$ cat src/rtl/fp32_vec_accum.sv
// Streaming fp32 packet accumulator wrapped around an external combinational fp32 adder.
// Holds the running sum, counts elements, and presents the packet sum on a valid/ready port.
module fp32_vec_accum #(
    parameter int CNT_W = 16
) (
    input  logic             clk_i,
    input  logic             rst_i,
    input  logic             in_valid_i,
    output logic             in_ready_o,
    input  logic [31:0]      in_data_i,
    input  logic             in_last_i,
    output logic [31:0]      add_a_o,
    output logic [31:0]      add_b_o,
    input  logic [31:0]      add_result_i,
    output logic             out_valid_o,
    input  logic             out_ready_i,
    output logic [31:0]      out_sum_o,
    output logic [CNT_W-1:0] out_count_o,
    output logic             out_nan_o,
    output logic             out_inf_o
);

    typedef enum logic [1:0] {
        IDLE = 2'd0,
        ACC  = 2'd1,
        HOLD = 2'd2
    } state_t;

    localparam logic [CNT_W-1:0] CNT_ONE = {{(CNT_W-1){1'b0}}, 1'b1};

    // Increment that sticks at all-ones instead of wrapping.
    function automatic logic [CNT_W-1:0] sat_inc(input logic [CNT_W-1:0] v);
        if (&v) begin
            return v;
        end else begin
            return v + CNT_ONE;
        end
    endfunction

    state_t           state_q, state_d;
    logic [31:0]      acc_q, acc_d;
    logic [CNT_W-1:0] cnt_q, cnt_d;
    logic [31:0]      out_sum_q, out_sum_d;
    logic [CNT_W-1:0] out_count_q, out_count_d;
    logic             accept_s;

    assign accept_s = in_valid_i && (state_q != HOLD);

    // Next-state and datapath selection.
    always_comb begin
        state_d     = state_q;
        acc_d       = acc_q;
        cnt_d       = cnt_q;
        out_sum_d   = out_sum_q;
        out_count_d = out_count_q;
        case (state_q)
            IDLE: begin
                if (accept_s) begin
                    // First element bypasses the adder so -0.0 and NaN payloads survive.
                    if (in_last_i) begin
                        out_sum_d   = in_data_i;
                        out_count_d = CNT_ONE;
                        state_d     = HOLD;
                    end else begin
                        acc_d   = in_data_i;
                        cnt_d   = CNT_ONE;
                        state_d = ACC;
                    end
                end else begin
                    state_d = IDLE;
                end
            end
            ACC: begin
                if (accept_s) begin
                    if (in_last_i) begin
                        out_sum_d   = add_result_i;
                        out_count_d = sat_inc(cnt_q);
                        state_d     = HOLD;
                    end else begin
                        acc_d   = add_result_i;
                        cnt_d   = sat_inc(cnt_q);
                        state_d = ACC;
                    end
                end else begin
                    state_d = ACC;
                end
            end
            HOLD: begin
                if (out_ready_i) begin
                    acc_d   = 32'h0000_0000;
                    cnt_d   = '0;
                    state_d = IDLE;
                end else begin
                    state_d = HOLD;
                end
            end
            default: begin
                state_d = IDLE;
            end
        endcase
    end

    // State and datapath registers.
    always_ff @(posedge clk_i or posedge rst_i) begin
        if (rst_i) begin
            state_q     <= IDLE;
            acc_q       <= 32'h0000_0000;
            cnt_q       <= '0;
            out_sum_q   <= 32'h0000_0000;
            out_count_q <= '0;
        end else begin
            state_q     <= state_d;
            acc_q       <= acc_d;
            cnt_q       <= cnt_d;
            out_sum_q   <= out_sum_d;
            out_count_q <= out_count_d;
        end
    end

    assign in_ready_o  = (state_q != HOLD);
    assign out_valid_o = (state_q == HOLD);
    assign add_a_o     = acc_q;
    assign add_b_o     = in_data_i;
    assign out_sum_o   = out_sum_q;
    assign out_count_o = out_count_q;
    assign out_nan_o   = out_valid_o && (out_sum_q[30:23] == 8'hFF) && (out_sum_q[22:0] != 23'h0);
    assign out_inf_o   = out_valid_o && (out_sum_q[30:23] == 8'hFF) && (out_sum_q[22:0] == 23'h0);

endmodule

$ cat config.mk
export PLATFORM = sky130hd
export DESIGN_NAME = fp32_vec_accum
export DESIGN_NICKNAME = d
export VERILOG_FILES = /design/src/rtl/fp32_vec_accum.sv
export SDC_FILE = /design/constraint.sdc
export NUM_CORES = 1
export LEC_CHECK = 0
export CAP_MARGIN = 20
export CORE_MARGIN = 3
export CORE_UTILIZATION = 49
export CTS_BUF_LIST = sky130_fd_sc_hd__clkbuf_16
export DETAILED_ROUTE_END_ITERATION = 8
export GPL_ROUTABILITY_DRIVEN = 0
export PLACE_DENSITY = 0.94
export RECOVER_POWER = 50
export SLEW_MARGIN = 30
export SYNTH_ARGS = -nofsm -noshare
export SYNTH_HDL_FRONTEND = slang
export SYNTH_SLANG_ARGS = --single-unit
$ cat constraint.sdc
create_clock -name clk_i -period 8.7 [get_ports clk_i]
set_input_delay 2.175 -clock clk_i [delete_from_list [all_inputs] [get_ports clk_i]]
set_output_delay 2.175 -clock clk_i [all_outputs]
set_load 0.1 [all_outputs]
==> impl_metrics.yaml, run 1 <==
setup_path:
  path_buf_inv: 3
  path_delay_family: "buffers and inverters"
  cp.required_ps: 8510
  worst-r2r-cell-count: 7
  worstPathCellList: "dlygate4sd3_1 > clkinvlp_2 > clkbuf_1"
  cp_slowest_cell: "clkbuf_1"
  worstSetupPathType: "input pin to asynchronous set/reset pin"
  cp.arrival_ps: 6050
  start_kind: "input pin"
  cp_max_fo: 55
  path_depth: 3
  crit_path_end_kind: "asynchronous set/reset pin"
  cp_slowest_stage_delay_ps: 2130
floorplan:
  rows: 37
  die_w_um: 110
  die_y_um: 110
  initial_core_util_pct: 50.6
  core_um2: 10400
  io-pin-count: 185
  die_area_um2: 12000
grt:
  grt_use_total_pct: 25.3
  grt_start_max_net_pins: 78
  overflow: 0
  grt_antenna_before_repair: 0
  grt_pass1_vias: 4745
  grt_pass1_wl_um: 23500
placed_design:
  post-place-ws_ps: 2650
  place_area_um2: 6900
  io_buffer_count: 184
  hpwl_um: 10800
  dp_cells: 827
clock_network:
  cts_buffers: 9
  cts_max_level: 3
  cts_root_buffer: "clkbuf_16"
  post_cts_buffers: 0
  ctsHoldBuffers: 0
  cts_tree: "built"
  cts.sinks: 98
  post_cts_resized: 0
  clk_latency_ps: 340
  path_clk_slew_ps: 70
  clockBufferDepth: 2
worst_hold_path:
  hold_path_class: "flop to flop"
  hold_depth: 2
logic_synthesis:
  synthArstFlopShare_pct: 100
  synth_cell_types: 48
  syn-num-nets: 651
  syn_inst: 577
  synth-seq-cells: 98
  syn_area_um2: 5250
  ys_seq_area_share_pct: 46.7
  yosys_warnings: 0
  synth_edf_count: 0
  synth_flop_cell: "dfrtp_1"
  postSynthAreaPerCell_um2: 9.10
timing:
  relSlewSlack_pct: -93.5
  worst_pin_slew_ps: 2900
  rsz0062_at_grt: "no"
  clock_skew_ps: 7.51
  finalHoldViolCount: 0
  fmax_mhz: 160
  min_period_ps: 6240
  fin_setup_tns_ps: 0
  period_share_pct: 71.8
  layout_setup_ws_ps: 2460
  final_max_slew_viol_count: 168
  setup_viol: 0
layout:
  diodes: 0
  finalNonFillerCells: 844
  drive_above_1_share_pct: 3.67
  fin_nets: 777
  n_fill_cell: 757
  area_growth_pct: 36.0
  design_area_um2: 7140
route:
  vias: 4812
  routedWlPerCell_um: 17.9
  drt-pass1-iter-count: 5
  via_per_inst: 5.70
  drtIter0Drc: 246
  wl_um: 15100
  drtAntennaViolNets: 0
  drc: 0
status:
  violations: "capacitance limit, slew limit"
  status: "finished, violations left"
run:
  cap_violations: 3
[cell families after synthesis]
kind of cell               after synthesis  synth area share, %
xor gates and xnor gates                 7                 1.17
buffers and inverters                   81                 8.39
DFF                                     98                 46.7
adders and majority gates                5                 1.19
AOI/OAI and AO/OA                      160                 18.1
and+or+nand+nor                        193                 18.1
muxes                                   33                 6.29
[layer usage]
layer  vias up  track usage [%]  share of wire, %
li1       2270                -                 -
met1      2282             30.3                38
met2       226             43.4                51
met3        34             6.75               8.3
met4         0             9.53               2.5
met5         -                0                 0
[Yosys cell counts, types with 2 or more instances]
master,instances,area (um2)
a21o_1,2,15.0
a21oi_1,48,240
a31oi_1,36,225
and2_1,4,25.0
and3_1,6,37.5
and4_1,4,35.0
buf_2,10,50.1
buf_4,33,248
clkbuf_1,31,116
dfrtp_1,98,2450
ha_1,5,62.6
inv_1,6,22.5
mux2i_1,33,330
nand2_1,69,259
nand2b_1,5,31.3
nand3_1,9,45.0
nand3b_1,2,15.0
nand4_1,7,43.8
nor2_1,37,139
nor2b_1,33,206
nor3_1,3,15.0
nor4_1,9,56.3
o2111ai_1,2,17.5
o211ai_1,3,22.5
o21ai_0,51,255
o311ai_1,3,26.3
o31ai_1,2,15.0
xnor2_1,2,17.5
xor2_1,5,43.8
[registers in the layout (all words and copies together), names as in the netlist]
name / cells
add_a_o: 32
out_sum_o: 32
cnt_q: 16
out_count_o: 16
state_q: 2
[layout by cell type, fill, tap and decap left out, types with 2 or more instances in the layout]
cell | synthesis | final
o211ai_1 | 3 | 3
dfrtp_1 | 98 | 98
nand3b_1 | 2 | 2
xnor2_1 | 2 | 2
nand3_1 | 9 | 9
mux2i_1 | 33 | 33
nor3_1 | 3 | 3
and3_1 | 6 | 6
nor2b_1 | 33 | 33
clkbuf_1 | 31 | 5
nand4_1 | 7 | 7
o2111ai_1 | 2 | 2
buf_4 | 33 | 2
and2_1 | 4 | 4
nor2_1 | 37 | 37
and4_1 | 4 | 4
clkbuf_16 | 0 | 9
nand2_1 | 69 | 69
xor2_1 | 5 | 5
dlygate4sd3_1 | 0 | 3
a21o_1 | 2 | 2
o31ai_1 | 2 | 2
o21ai_0 | 51 | 51
nand2b_1 | 5 | 5
clkdlybuf4s50_1 | 0 | 179
ha_1 | 5 | 3
clkinv_2 | 0 | 5
a31oi_1 | 36 | 36
nor4_1 | 9 | 9
o311ai_1 | 3 | 3
inv_1 | 6 | 6
a21oi_1 | 48 | 48
[per-stage QoR]
stage	hold slack (ps)	utilization [%]
floorplan	503	-
global placement	449	66.6
detailed placement	456	66.6
CTS	470	69.1
global route	495	68.8
finish	463	68.8
[tightest hold or removal path, cell delays in order (launching register included)]
cell and delay (ps):
dfrtp_1 340, nand2_1 50, nand2_1 40
[area by class of cell]
cell class | count | area, um2 | area share [%]
flip-flops and latches | 98 | 2450 | 34.3
multi-input cells | 398 | 2350 | 33.0
repair buffers | 190 | 1880 | 26.3
clock buffers | 9 | 225 | 3.15
well taps | 136 | 170 | 2.38
clock inverters | 7 | 37.5 | 0.526
inverters | 6 | 23.8 | 0.333
[path summary, 6_finish.rpt]
kind	from	end	slack (ps)
min in group asynchronous	rst_i	add_a_o[15]$_DFFE_PP0P_	2800
max reg2reg	state_q[0]$_DFF_PP0_	out_sum_o[5]$_DFFE_PP0P_	4570
max in group clk_i	in_data_i[7]	add_b_o[7]	2660
min	out_count_o[8]$_DFFE_PP0P_	out_count_o[8]$_DFFE_PP0P_	460
min reg2reg	out_count_o[8]$_DFFE_PP0P_	out_count_o[8]$_DFFE_PP0P_	460
max	rst_i	out_sum_o[14]$_DFFE_PP0P_	2460
Power of run 1 is not shown: default switching activity piles up to over one toggle a cycle in this logic, so the estimate is an artifact.
==> run 2: changes to the inputs <==
--- a/config.mk
+++ b/config.mk
@@ -7,11 +7,11 @@
 export LEC_CHECK = 0
 export CAP_MARGIN = 20
 export CORE_MARGIN = 3
-export CORE_UTILIZATION = 49
+export CORE_UTILIZATION = 41
 export CTS_BUF_LIST = sky130_fd_sc_hd__clkbuf_16
 export DETAILED_ROUTE_END_ITERATION = 8
 export GPL_ROUTABILITY_DRIVEN = 0
-export PLACE_DENSITY = 0.94
+export PLACE_DENSITY = 0.85
 export RECOVER_POWER = 50
 export SLEW_MARGIN = 30
 export SYNTH_ARGS = -nofsm -noshare
==> constraint.sdc (replaced) <==
create_clock -name clk_i -period 5.4 [get_ports clk_i]
set_input_delay 1.35 -clock clk_i [delete_from_list [all_inputs] [get_ports clk_i]]
set_output_delay 1.35 -clock clk_i [all_outputs]
set_load 0.1 [all_outputs]
==> impl_metrics.yaml, run 2 (synthesis gave the netlist of run 1 again) <==
status:
  status: "finished, violations left"
  violations: "capacitance limit, slew limit"
setup_path:
  cp.required_ps: 5790
  start_kind: "input pin"
  crit_path_end_kind: "asynchronous set/reset pin"
  cp_max_fo: 69
  cp.arrival_ps: 4690
  worstSetupPathType: "input pin to asynchronous set/reset pin"
clock_network:
  clockBufferDepth: 2
  cts.sinks: 98
  post_cts_resized: 0
  clk_latency_ps: 350
  cts_tree: "built"
  ctsHoldBuffers: 0
  cts_root_buffer: "clkbuf_16"
  path_clk_slew_ps: 60
  cts_max_level: 3
  post_cts_buffers: 0
  cts_buffers: 9
floorplan:
  io-pin-count: 185
  rows: 40
  core_um2: 12300
  die_area_um2: 14200
  die_y_um: 119
  initial_core_util_pct: 42.8
  die_w_um: 119
layout:
  drive_above_1_share_pct: 8.20
  diodes: 0
  finalNonFillerCells: 875
  seq_area_um2: 2450
  layout_common_cells: "clkdlybuf4s50_1, dfrtp_1, nand2_1"
  multi_input_area_um2: 2370
  area_growth_pct: 35.0
  final_common_cell: "clkdlybuf4s50_1"
  fin_nets: 776
  n_fill_cell: 1058
grt:
  grt_antenna_before_repair: 0
  grt_pass1_wl_um: 23500
  grt_start_max_net_pins: 91
  grt_pass1_vias: 4727
  grt_use_total_pct: 20.5
  overflow: 0
timing:
  setup_viol: 0
  worst_pin_slew_ps: 2720
  final_max_slew_viol_count: 126
  finalHoldViolCount: 0
  rsz0062_at_grt: "no"
  min_period_ps: 4300
  relSlewSlack_pct: -81.5
  clock_skew_ps: 6.89
  fmax_mhz: 232
  period_share_pct: 79.7
route:
  via_per_inst: 5.40
  drtAntennaViolNets: 0
  drtIter0Drc: 234
  vias: 4727
  drc: 0
  routedWlPerCell_um: 16.7
  wl_um: 14600
  drt-pass1-iter-count: 6
placed_design:
  io_buffer_count: 184
  hpwl_um: 10600
  dp_cells: 858
run:
  cap_violations: 2
worst_hold_path:
  hold_path_class: "flop to flop"
-- run 2: cell types whose count changed in the layout (fill, tap and decap cells not counted), sizes merged --
cell and delta:
clkinv -1, clkbuf +3, clkdlybuf4s50 -51, inv +1
buf +33, dlygate4sd3 +14
-- run 2: per-layer routing --
metal  track usage [%]  part of all wire, %  vias to the layer above
met5                 0                    0                        -
met4              6.15                  1.8                        0
met3              7.22                  8.4                       26
met2              35.7                   50                      189
met1              23.8                   40                     2245
li1                  -                    -                     2267
-- run 2: stage by stage --
step | area, um2 | hold WS (ps) | setup TNS (ps) | utilization [%] | setup slack [ps]
2_1_floorplan | 5250 | 503 | -847 | - | -423
3_3_place_gp | 6850 | 450 | 0 | 55.9 | 1450
3_5_place_dp | 6830 | 469 | 0 | 55.7 | 1450
4_1_cts | 7100 | 483 | 0 | 57.9 | 1050
5_1_grt | 7090 | 502 | 0 | 57.8 | 485
6_report | 7090 | 467 | 0 | 57.8 | 1100
-- run 2: path summary, 6_finish.rpt --
kind	from	end	slack [ps]	depth (start not counted)
max reg2reg	state_q[0]$_DFF_PP0_	out_sum_o[18]$_DFFE_PP0P_	2130	8
max in group clk_i	out_sum_o[17]$_DFFE_PP0P_	out_inf_o	1100	6
min in group asynchronous	rst_i	out_count_o[5]$_DFFE_PP0P_	2410	2
max	rst_i	out_sum_o[5]$_DFFE_PP0P_	1100	3
min	out_count_o[2]$_DFFE_PP0P_	out_count_o[2]$_DFFE_PP0P_	470	2
min reg2reg	out_count_o[2]$_DFFE_PP0P_	out_count_o[2]$_DFFE_PP0P_	470	2
-- run 2: worst max-delay path: stages --
cell,delay [ps]
dlygate4sd3_1,530
inv_1,1910
clkbuf_2,880
-- run 2: cell type report --
cell class	instances	area share (%)
Multi-Input combinational cell	398	33.5
Clock buffer	9	3.18
Sequential cell	98	34.6
Clock inverter	7	0.530
Timing Repair Buffer	189	24.9
Tap cell	168	2.97
Inverter	6	0.318
Power of run 2 is left out for the same reason.
==> run 3: changes to the inputs <==
--- a/config.mk
+++ b/config.mk
@@ -7,11 +7,11 @@
 export LEC_CHECK = 0
 export CAP_MARGIN = 20
 export CORE_MARGIN = 3
-export CORE_UTILIZATION = 41
+export CORE_UTILIZATION = 46
 export CTS_BUF_LIST = sky130_fd_sc_hd__clkbuf_16
 export DETAILED_ROUTE_END_ITERATION = 8
 export GPL_ROUTABILITY_DRIVEN = 0
-export PLACE_DENSITY = 0.85
+export PLACE_DENSITY = 0.9
 export RECOVER_POWER = 50
 export SLEW_MARGIN = 30
 export SYNTH_ARGS = -nofsm -noshare
==> constraint.sdc (replaced) <==
create_clock -name clk_i -period 4.1 [get_ports clk_i]
set_input_delay 1.025 -clock clk_i [delete_from_list [all_inputs] [get_ports clk_i]]
set_output_delay 1.025 -clock clk_i [all_outputs]
set_load 0.1 [all_outputs]
==> impl_metrics.yaml, run 3 (synthesis gave the netlist of run 1 again) <==
layout:
  area_growth_pct: 35.7
  diodes: 0
  layout_common_cells: "clkdlybuf4s50_1, dfrtp_1, nand2_1"
  n_fill_cell: 886
  drive_above_1_share_pct: 8.76
  seq_area_um2: 2450
  fin_nets: 777
  multi_input_area_um2: 2380
  final_common_cell: "clkdlybuf4s50_1"
floorplan:
  die_area_um2: 12700
  die_w_um: 113
  initial_core_util_pct: 47.8
  die_y_um: 113
  core_um2: 11000
  rows: 38
  io-pin-count: 185
route:
  via_per_inst: 5.69
  drc: 0
  drtIter0Drc: 288
  wl_met3_um: 1300
  wl_met2_um: 7610
  routedWlPerCell_um: 17.6
  drt-pass1-iter-count: 6
  drtAntennaViolNets: 0
  vias: 4825
  wl_um: 14900
  routed.top_layer: "met4"
  drt-met1-wl_um: 5670
setup_path:
  crit_path_end_kind: "flop"
  worstSetupPathType: "input pin to flop"
  start_kind: "input pin"
  cp_max_fo: 44
  cp.required_ps: 4330
  cp.arrival_ps: 3630
timing:
  fin_setup_tns_ps: 0
  finalHoldViolCount: 0
  worst_pin_slew_ps: 2100
  fmax_mhz: 294
  min_period_ps: 3400
  setup_viol: 0
  period_share_pct: 83.0
  clock_skew_ps: 6.34
  relSlewSlack_pct: -40.8
  final_max_slew_viol_count: 47
  rsz0062_at_grt: "no"
grt:
  grt_antenna_before_repair: 0
  overflow: 0
  grt_pass1_vias: 4844
  grt_start_max_net_pins: 78
  grt_use_total_pct: 23.3
  grt_pass1_wl_um: 24100
clock_network:
  cts.sinks: 98
  ctsHoldBuffers: 0
  cts_root_buffer: "clkbuf_16"
  clk_latency_ps: 340
  post_cts_buffers: 0
  clockBufferDepth: 2
  post_cts_resized: 0
  path_clk_slew_ps: 60
  cts_max_level: 3
  cts_buffers: 9
  cts_tree: "built"
placed_design:
  hpwl_um: 10900
  io_buffer_count: 184
status:
  violations: "capacitance limit, slew limit"
  status: "finished, violations left"
worst_hold_path:
  hold_path_class: "flop to flop"
run:
  cap_violations: 1
run 3: worst paths after layout:
path	from	endpoint	slack, ps	cells after the start
max in group asynchronous	rst_i	out_count_o[0]$_DFFE_PP0P_	1400	3
hold reg to reg	out_count_o[2]$_DFFE_PP0P_	out_count_o[2]$_DFFE_PP0P_	470	2
setup / recovery	out_ready_i	cnt_q[11]$_DFFE_PP0P_	700	6
hold / removal	out_count_o[2]$_DFFE_PP0P_	out_count_o[2]$_DFFE_PP0P_	470	2
min in group asynchronous	rst_i	state_q[0]$_DFF_PP0_	1700	2
setup reg to reg	state_q[1]$_DFF_PP0_	cnt_q[11]$_DFFE_PP0P_	750	8
run 3: layout make-up:
cell class | instances | share of cell area [%]
Inverter | 6 | 0.334
Clock inverter | 7 | 0.790
Timing Repair Buffer | 190 | 25.3
Tap cell | 140 | 2.46
Multi-Input combinational cell | 398 | 33.5
Clock buffer | 9 | 3.16
Sequential cell | 98 | 34.4
run 3: critical path: stages:
cell	delay, ps
clkdlybuf4s50_1	460
or3b_1	400
a221oi_4	560
clkbuf_2	750
o21ai_0	200
a21o_1	220
run 3: through the flow:
| step | worst slack [ps] | hold WS [ps] | util [%] | instances | instance area, um2 |
|---|---|---|---|---|---|
| 2_1_floorplan | -286 | 503 | - | 577 | 5260 |
| 3_3_place_gp | 892 | 450 | 62.4 | 831 | 6850 |
| 3_5_place_dp | 796 | 467 | 62.4 | 831 | 6850 |
| 4_1_cts | 917 | 481 | 65.0 | 847 | 7140 |
| 5_1_grt | 491 | 493 | 64.9 | 848 | 7120 |
| 6_report | 698 | 474 | 64.9 | 848 | 7120 |
run 3: per-layer routing:
metal | vias to the layer above | GRT usage [%]
li1 | 2260 | -
met1 | 2323 | 27.7
met2 | 216 | 40.3
met3 | 26 | 6.20
met4 | 0 | 8.73
met5 | - | 0
Power of run 3 is left out for the same reason.
